## src/rtl/gemm_dot_sequencer.sv

```systemverilog
// Row-at-a-time sequencer for the 32-lane dot-product engine: issues operand chunks, accumulates dot_sum, emits row results.
// Optional build macro GEMM_SEQ_SAT_EN: saturating accumulator plus a res_ovf flag.
module gemm_dot_sequencer #(
    parameter int DOT_LAT = 1,
    parameter int ACC_W   = 32,
    parameter int ROW_W   = 8,
    parameter int CHK_W   = 8,
    parameter int ADDR_W  = 16
) (
    input  logic              clk,
    input  logic              rst_n,
    input  logic              cmd_valid,
    output logic              cmd_ready,
    input  logic [ROW_W-1:0]  cmd_rows,
    input  logic [CHK_W-1:0]  cmd_chunks,
    output logic              op_valid,
    output logic [ADDR_W-1:0] a_addr,
    output logic [ADDR_W-1:0] b_addr,
    input  logic [17:0]       dot_sum,
    output logic              res_valid,
    input  logic              res_ready,
    output logic [ACC_W-1:0]  res_data,
    output logic [ROW_W-1:0]  res_row,
`ifdef GEMM_SEQ_SAT_EN
    output logic              res_ovf,
`endif
    output logic              busy,
    output logic              done,
    output logic [1:0]        dbg_state
);

    typedef enum logic [1:0] {
        S_IDLE  = 2'd0,
        S_ISSUE = 2'd1,
        S_DRAIN = 2'd2,
        S_OUT   = 2'd3
    } state_t;

    state_t              r_state;
    state_t              w_state_nxt;
    logic [ROW_W-1:0]    r_rows;
    logic [CHK_W-1:0]    r_chunks;
    logic [ROW_W-1:0]    r_row;
    logic [CHK_W-1:0]    r_chunk;
    logic [ADDR_W-1:0]   r_a_addr;
    logic [ACC_W-1:0]    r_acc;
    logic [ACC_W-1:0]    w_acc_nxt;
    logic                r_done;
    logic [DOT_LAT-1:0]  r_pipe;
    logic [DOT_LAT-1:0]  w_pipe_nxt;
    logic                w_tap;
    logic                w_cmd_fire;
    logic                w_cmd_zero;
    logic                w_res_fire;
    logic                w_last_chunk;
    logic                w_last_row;

    // Valid/ready: a transfer happens on a rising clk edge where valid and ready are both high;
    // while valid is high and ready low, the producer holds valid and its payload unchanged.
    assign w_cmd_fire   = cmd_valid & cmd_ready;
    assign w_cmd_zero   = (cmd_rows == '0) | (cmd_chunks == '0);
    assign w_res_fire   = res_valid & res_ready;
    assign w_last_chunk = (r_chunk == r_chunks - CHK_W'(1));
    assign w_last_row   = (r_row == r_rows - ROW_W'(1));
    assign w_tap        = r_pipe[DOT_LAT-1];

    // Shift register of issued op_valid; its tap marks the cycle dot_sum belongs to an issue.
    generate
        if (DOT_LAT == 1) begin : g_pipe_one
            assign w_pipe_nxt = op_valid;
        end else begin : g_pipe_many
            assign w_pipe_nxt = {r_pipe[DOT_LAT-2:0], op_valid};
        end
    endgenerate

`ifdef GEMM_SEQ_SAT_EN
    logic [ACC_W:0] w_acc_sum;
    logic           r_ovf;
    assign w_acc_sum = {1'b0, r_acc} + {{(ACC_W + 1 - 18){1'b0}}, dot_sum};
    assign w_acc_nxt = w_acc_sum[ACC_W] ? {ACC_W{1'b1}} : w_acc_sum[ACC_W-1:0];
    assign res_ovf   = r_ovf;
`else
    assign w_acc_nxt = r_acc + ACC_W'(dot_sum);
`endif

    always_ff @(posedge clk or negedge rst_n) begin
        if (!rst_n) begin
            r_state <= S_IDLE;
        end else begin
            r_state <= w_state_nxt;
        end
    end

    // DRAIN leaves once the shifted pipeline would be empty, i.e. the final capture is this cycle.
    always_comb begin
        w_state_nxt = r_state;
        case (r_state)
            S_IDLE:  if (w_cmd_fire && !w_cmd_zero) w_state_nxt = S_ISSUE;
            S_ISSUE: if (w_last_chunk) w_state_nxt = S_DRAIN;
            S_DRAIN: if (w_pipe_nxt == '0) w_state_nxt = S_OUT;
            S_OUT:   if (w_res_fire) w_state_nxt = w_last_row ? S_IDLE : S_ISSUE;
            default: w_state_nxt = S_IDLE;
        endcase
    end

    always_ff @(posedge clk or negedge rst_n) begin
        if (!rst_n) begin
            r_rows   <= '0;
            r_chunks <= '0;
            r_row    <= '0;
            r_chunk  <= '0;
            r_a_addr <= '0;
            r_acc    <= '0;
            r_done   <= 1'b0;
            r_pipe   <= '0;
`ifdef GEMM_SEQ_SAT_EN
            r_ovf    <= 1'b0;
`endif
        end else begin
            r_pipe <= w_pipe_nxt;
            r_done <= 1'b0;
            if (w_tap) begin
                r_acc <= w_acc_nxt;
`ifdef GEMM_SEQ_SAT_EN
                if (w_acc_sum[ACC_W]) r_ovf <= 1'b1;
`endif
            end
            case (r_state)
                S_IDLE: begin
                    if (w_cmd_fire) begin
                        r_rows   <= cmd_rows;
                        r_chunks <= cmd_chunks;
                        if (w_cmd_zero) begin
                            r_done <= 1'b1;
                        end else begin
                            r_row    <= '0;
                            r_chunk  <= '0;
                            r_a_addr <= '0;
                            r_acc    <= '0;
`ifdef GEMM_SEQ_SAT_EN
                            r_ovf    <= 1'b0;
`endif
                        end
                    end
                end
                S_ISSUE: begin
                    r_a_addr <= r_a_addr + ADDR_W'(1);
                    r_chunk  <= w_last_chunk ? '0 : r_chunk + CHK_W'(1);
                end
                S_OUT: begin
                    if (w_res_fire) begin
                        if (w_last_row) begin
                            r_done <= 1'b1;
                        end else begin
                            r_row <= r_row + ROW_W'(1);
                            r_acc <= '0;
`ifdef GEMM_SEQ_SAT_EN
                            r_ovf <= 1'b0;
`endif
                        end
                    end
                end
                default: ;
            endcase
        end
    end

    assign cmd_ready = (r_state == S_IDLE);
    assign busy      = (r_state != S_IDLE);
    assign op_valid  = (r_state == S_ISSUE);
    assign res_valid = (r_state == S_OUT);
    assign a_addr    = r_a_addr;
    assign b_addr    = ADDR_W'(r_chunk);
    assign res_data  = r_acc;
    assign res_row   = r_row;
    assign done      = r_done;
    assign dbg_state = r_state;

endmodule

```

## config.mk

```make
export PLATFORM = sky130hd
export DESIGN_NAME = gemm_dot_sequencer
export DESIGN_NICKNAME = d
export VERILOG_FILES = /design/src/rtl/gemm_dot_sequencer.sv
export SDC_FILE = /design/constraint.sdc
export NUM_CORES = 1
export LEC_CHECK = 0
export CORE_MARGIN = 3
export CORE_UTILIZATION = 57
export CTS_BUF_LIST = sky130_fd_sc_hd__clkbuf_8
export CTS_CLUSTER_DIAMETER = 60
export DETAILED_ROUTE_END_ITERATION = 10
export GPL_TIMING_DRIVEN = 0
export PLACE_DENSITY = 0.89
export SYNTH_ARGS = -nofsm -noshare
export SYNTH_HDL_FRONTEND = slang
export SYNTH_SLANG_ARGS = --single-unit
```

## constraint.sdc

```tcl
create_clock -name clk -period 7 [get_ports clk]
set_input_delay 0.7 -clock clk [delete_from_list [all_inputs] [get_ports clk]]
set_output_delay 0.7 -clock clk [all_outputs]
set_load 0.01 [all_outputs]
```

==> impl_metrics.yaml, run 1 <==
drt:
  wl_per_cell_um: 16.8
  drc_errors: 0
  met2_length_um: 7210
  wl_met3_um: 970
  dr.pass1.iters: 5
  drtAntennaViolNets: 0
  top_layer_used: "met4"
  routed_wirelength_um: 14200
  wirelength_met1_um: 5750
  via_per_inst: 5.91
  drt_iter0_drc: 212
  vias: 5014
clocking:
  worstSkewPairLatency_ns: 0.36
  clock-sinks: 84
  clockRootBuffer: "clkbuf_8"
  cts_hold_buffers: 0
  clockBufferDepth: 2
  cts_tree: "done"
  clk_pin_slew_ns: 0.09
  post-cts-setup-buffers: 0
  cts_made_buffers: 9
  h-tree-depth: 3
  cts_resized: 0
timing:
  setup_viol: 0
  tightest_slew_ns: 1.00
  rsz0062_at_grt: "false"
  setup-tns-final_ns: 0
  finalCriticalPeriod_ns: 3.54
  fin_crit_sh: 0.505
  maxSlewViolCount: 0
  fmax_ghz: 0.283
  finClkSkew_ns: 0.0116
  hold_viol: 0
  max_slew_margin: 0.328
  worst_slack_ns: 3.46
die:
  fp.coreArea_sq_um: 8980
  initial_utilization: 0.602
  die_h_um: 103
  die_width_um: 103
  design.portCount: 117
  rows: 34
  dieArea_sq_um: 10700
cells_and_area:
  drive_gt1_frac: 0.0776
  final.fill_count: 612
  diodes: 0
  syn_to_final_growth_pct: 27.2
  final_common_cell: "clkdlybuf4s50_1"
  fin_nets: 783
  layout_common_cells: "107 x clkdlybuf4s50_1, 84 x dfrtp_1, 57 x nand2_1, 53 x nor2_1, 36 x o21ai_0"
  fin_cells: 848
yosys:
  synth_top_area_cell: "dfrtp_1"
  yosysTopAreaCellShare: 0.389
  synthArstFlopShare: 1.00
  ys_warn_count: 0
  synth-edff-count: 0
  avgSynthCellArea_sq_um: 9.15
  synthTopCellsByArea: "dfrtp_1 39%, ha_1 6.0%, nand2_1 4.0%"
  netlist_instances: 591
  yosys.cell_types.count: 66
  ys_seq_area_frac: 0.389
  netlist_area_sq_um: 5410
  synth-seq-cells: 84
  ys.flop_type: "dfrtp_1"
setup_path:
  crit_path_start_kind: "input port"
  crit_fanout: 7
  crit_path_end_kind: "flip-flop"
  crit_type: "input port to flip-flop"
  critPathRequiredTime_ns: 7.24
  worstPathArrival_ns: 3.78
power:
  p_leak_uw: 0.00298
  power_density_nw_per_um2: 351
  vdd_drop_max_mv: 0.258
grt:
  grt_pass1_vias: 4942
  antenna_found_initial: 0
  grtUsageTotal: 0.270
  grt_remaining_overflow: 0
  grt_pass1_wl_um: 22700
  grt_max_degree: 62
placement:
  port_buffers: 108
  place_inst: 833
  gp_congestion: 0.905
  post-place-ws_ns: 3.17
  dp_hpwl_um: 10600
run:
  maxCapViolations: 0
hold_path:
  min_path_type: "input port to async pin"
status:
  status: "finished clean"
-- worst paths after layout --
kind | startpoint | to | slack [ns] | cells after the start
worst min-delay path | rst_n | res_data[9] | 0.23 | 1
worst max register to register | res_data[4] | res_data[21] | 3.84 | 8
min in group clk | r_chunk[7] | r_chunk[7] | 0.53 | 1
worst max-delay path | dot_sum[1] | res_data[21] | 3.46 | 9
max in group asynchronous | rst_n | r_chunks[6] | 6.13 | 2
worst min register to register | r_chunk[7] | r_chunk[7] | 0.53 | 1
-- layout make-up --
cell class,count,area (sq um),share of cell area
Multi-Input combinational cell,468,3120,0.454
Sequential cell,84,2100,0.306
Timing Repair Buffer,109,1110,0.161
Tap cell,126,158,0.0229
Clock buffer,9,124,0.0180
Buffer,24,124,0.0180
Inverter,22,82.6,0.0120
Clock inverter,6,58.8,0.00855
-- worst max-delay path, stage by stage --
cell             delay [ns]
clkdlybuf4s50_1        0.50
ha_1                   0.34
a211oi_1               0.08
o311ai_0               0.60
a31oi_1                0.24
a211oi_1               0.82
nand2_1                0.17
xnor2_1                0.18
nor2b_1                0.13
-- cells in the mapped netlist (8+ instances only) --
master	n
a21oi_1	33
nand2b_1	9
and3_1	8
nor2_1	53
xor2_1	24
o21ai_0	36
mux2_2	16
or3_1	11
ha_1	26
dfrtp_1	84
clkbuf_1	13
nand3_1	24
nand4_1	8
inv_1	22
nor3_1	16
nand2_1	57
buf_4	8
xnor2_1	19
mux2i_1	14
-- power breakdown --
group	switching [uW]	internal, uW
logic	762	571
clock network	176	160
registers	139	604
-- metal layers --
metal,vias to the layer above,GRT usage
met5,-,0
met4,0,0.0956
met3,30,0.0490
met2,208,0.479
met1,2404,0.328
li1,2372,-
-- through the flow --
step	utilization	hold WS, ns	power (uW)	area, sq um
finish	0.766	0.235	2410	6880
global route	0.766	0.245	2590	6880
CTS	0.766	0.241	2410	6880
detailed placement	0.746	0.514	2060	6700
global placement	0.743	0.511	1990	6670
floorplan	-	0.404	1610	5430
-- registers in the layout (all words and copies together), names as in the netlist --
name and cells:
done 1, res_row 8, dbg_state 2, r_rows 8, r_chunks 8, r_chunk 8, r_pipe 1, a_addr 16
res_data 32
-- kinds of logic after synthesis --
logic type,after synthesis,share of synthesized area
mux,30,0.0593
xor+xnor,44,0.0738
flops,84,0.389
compound gates,136,0.170
simple gates,223,0.206
fa+ha+maj,27,0.0639
buf+inv,46,0.0382
other cells,1,0.000694
Power figures use the tool's default switching activity.
==> run 2: changes to the inputs <==
CORE_UTILIZATION = 48   (was 57)
PLACE_DENSITY = 0.8   (was 0.89)
clock period = 3.2 ns   (was 7 ns; I/O delays follow)
==> run 2 against run 1 <==
Effect of this change:
- design area rose by 1.2%
- via count down 0.66%
- critical endpoint is now res_data[8]
- first-iteration DRC count increased by 16%
- global-route usage is 4.2 points lower
- clock-buffer cell count stayed put
- sequential power increased by 120%
- combinational power rose by 120%
- die area up 18%
- highest routed layer unchanged
==> impl_metrics.yaml, run 2 (synthesis results as in run 1) <==
cells_and_area:
  utilization: 0.637
  final_common_cell: "clkdlybuf4s50_1"
  layout_common_cells: "107 x clkdlybuf4s50_1, 84 x dfrtp_1, 57 x nand2_1, 53 x nor2_1, 36 x o21ai_0"
  diodes: 0
  syn_to_final_growth_pct: 28.8
  largest_register_ffs: 32
  fin_nets: 783
  final_cell_area_sq_um: 6960
  drive_gt1_frac: 0.0816
drt:
  vias: 4981
  dr.pass1.iters: 5
  wl_per_cell_um: 16.5
  routed_wirelength_um: 14200
  drt_iter0_drc: 245
  drtAntennaViolNets: 0
  drc_errors: 0
  via_per_inst: 5.77
die:
  die_h_um: 112
  rows: 38
  design.portCount: 117
  die_width_um: 112
  fp.coreArea_sq_um: 10900
  dieArea_sq_um: 12600
  initial_utilization: 0.494
clocking:
  clock-sinks: 84
  clockBufferDepth: 2
  clk_pin_slew_ns: 0.09
  worstSkewPairLatency_ns: 0.37
  cts_tree: "done"
  h-tree-depth: 3
  cts_made_buffers: 9
  clockRootBuffer: "clkbuf_8"
grt:
  grt_pass1_vias: 4872
  antenna_found_initial: 0
  grt_max_degree: 49
  grt_remaining_overflow: 0
  grt_pass1_wl_um: 23700
  grtUsageTotal: 0.228
run:
  maxCapViolations: 0
timing:
  max_slew_margin: 0.300
  timing.hold.ws_ns: 0.468
  hold_viol: 0
  tightest_slew_ns: 1.04
  setup-tns-final_ns: 0
  rsz0062_at_grt: "false"
  setup_viol: 0
  fmax_ghz: 0.341
  finClkSkew_ns: 0.00726
  finalCriticalPeriod_ns: 2.94
  fin_crit_sh: 0.918
  maxSlewViolCount: 0
placement:
  gp_congestion: 0.937
  dp_hpwl_um: 10700
  port_buffers: 108
  postPlaceCellArea_sq_um: 6710
setup_path:
  crit_path_end_kind: "flip-flop"
  crit_start: "r_rows[0]"
  r2r_cells: 10
  r2r-end: "res_data[8]"
  r2r_slack_ns: 0.26
  crit_type: "flip-flop to flip-flop"
  timing.rr.start: "r_rows[0]"
  crit_path_start_kind: "flip-flop"
  crit_fanout: 10
  worstPathArrival_ns: 3.21
  critPathRequiredTime_ns: 3.47
power:
  power_density_nw_per_um2: 786
  p_leak_uw: 0.00301
  total_power_uw: 5480
  vdd_drop_max_mv: 0.439
status:
  status: "finished clean"
hold_path:
  min_path_type: "input port to async pin"
-- run 2: cell count changes in the layout (fill, tap and decap cells not counted), sizes merged --
cell         delta
bufinv          +2
clkbuf          -1
clkinvlp        -1
dlygate4sd3     +1
-- run 2: how the worst max path moves through the flow --
stage                         endpoint  slack, ns  depth (start not counted)
after CTS                 res_data[21]       0.06                          8
after detailed placement  res_data[21]      -0.28                          9
after global placement      r_chunk[5]      -1.27                          1
after global routing       res_data[8]       0.11                         10
after floorplan             res_row[5]       0.66                          7
final                      res_data[8]       0.26                         10
-- run 2: cell type report --
type / instances / area (sq um)
fillers: 927 / 3970
inverters: 22 / 82.6
well taps: 140 / 175
clock inverters: 7 / 115
repair buffers: 110 / 1120
plain buffers: 23 / 120
multi-input cells: 468 / 3130
flip-flops and latches: 84 / 2100
clock buffers: 9 / 124
-- run 2: per-stage QoR --
step | setup slack [ns] | std cells
detailed placement | -0.281 | 847
CTS | 0.0611 | 864
floorplan | 0.656 | 598
finish | 0.263 | 863
global route | 0.111 | 863
global placement | -1.27 | 846
-- run 2: routing by layer --
metal | routed length, um | up-vias | track usage
li1 | - | 2377 | -
met1 | 6120 | 2412 | 0.298
met2 | 7030 | 171 | 0.387
met3 | 830 | 21 | 0.0367
met4 | 253 | 0 | 0.0769
met5 | 0 | - | 0
-- run 2: worst max-delay path, stage by stage (launching register included) --
cell and delay, ns:
dfrtp_1 0.43, inv_1 0.07, ha_1 0.30, xnor2_1 0.13, a311o_1 0.35, a2111oi_2 0.53, o41ai_4 0.26, nand2_4 0.19
a21oi_2 0.12, buf_2 0.25, a211oi_1 0.21
-- run 2: what timing repair did --
item / 4_1_cts / 5_1_grt
gates resized for setup: 0 / 1
hold buffers: 1 / 0
endpoints found under the setup margin: 0 / 8
hold endpoints to repair: 36 / 0
setup buffers: 0 / 0
-- run 2: power breakdown --
| group | leakage [uW] | total, uW | internal [uW] | switching (uW) |
|---|---|---|---|---|
| Clock | 0.000126 | 932 | 519 | 413 |
| Sequential | 0.00111 | 1630 | 1320 | 310 |
| Combinational | 0.00177 | 2910 | 1250 | 1660 |
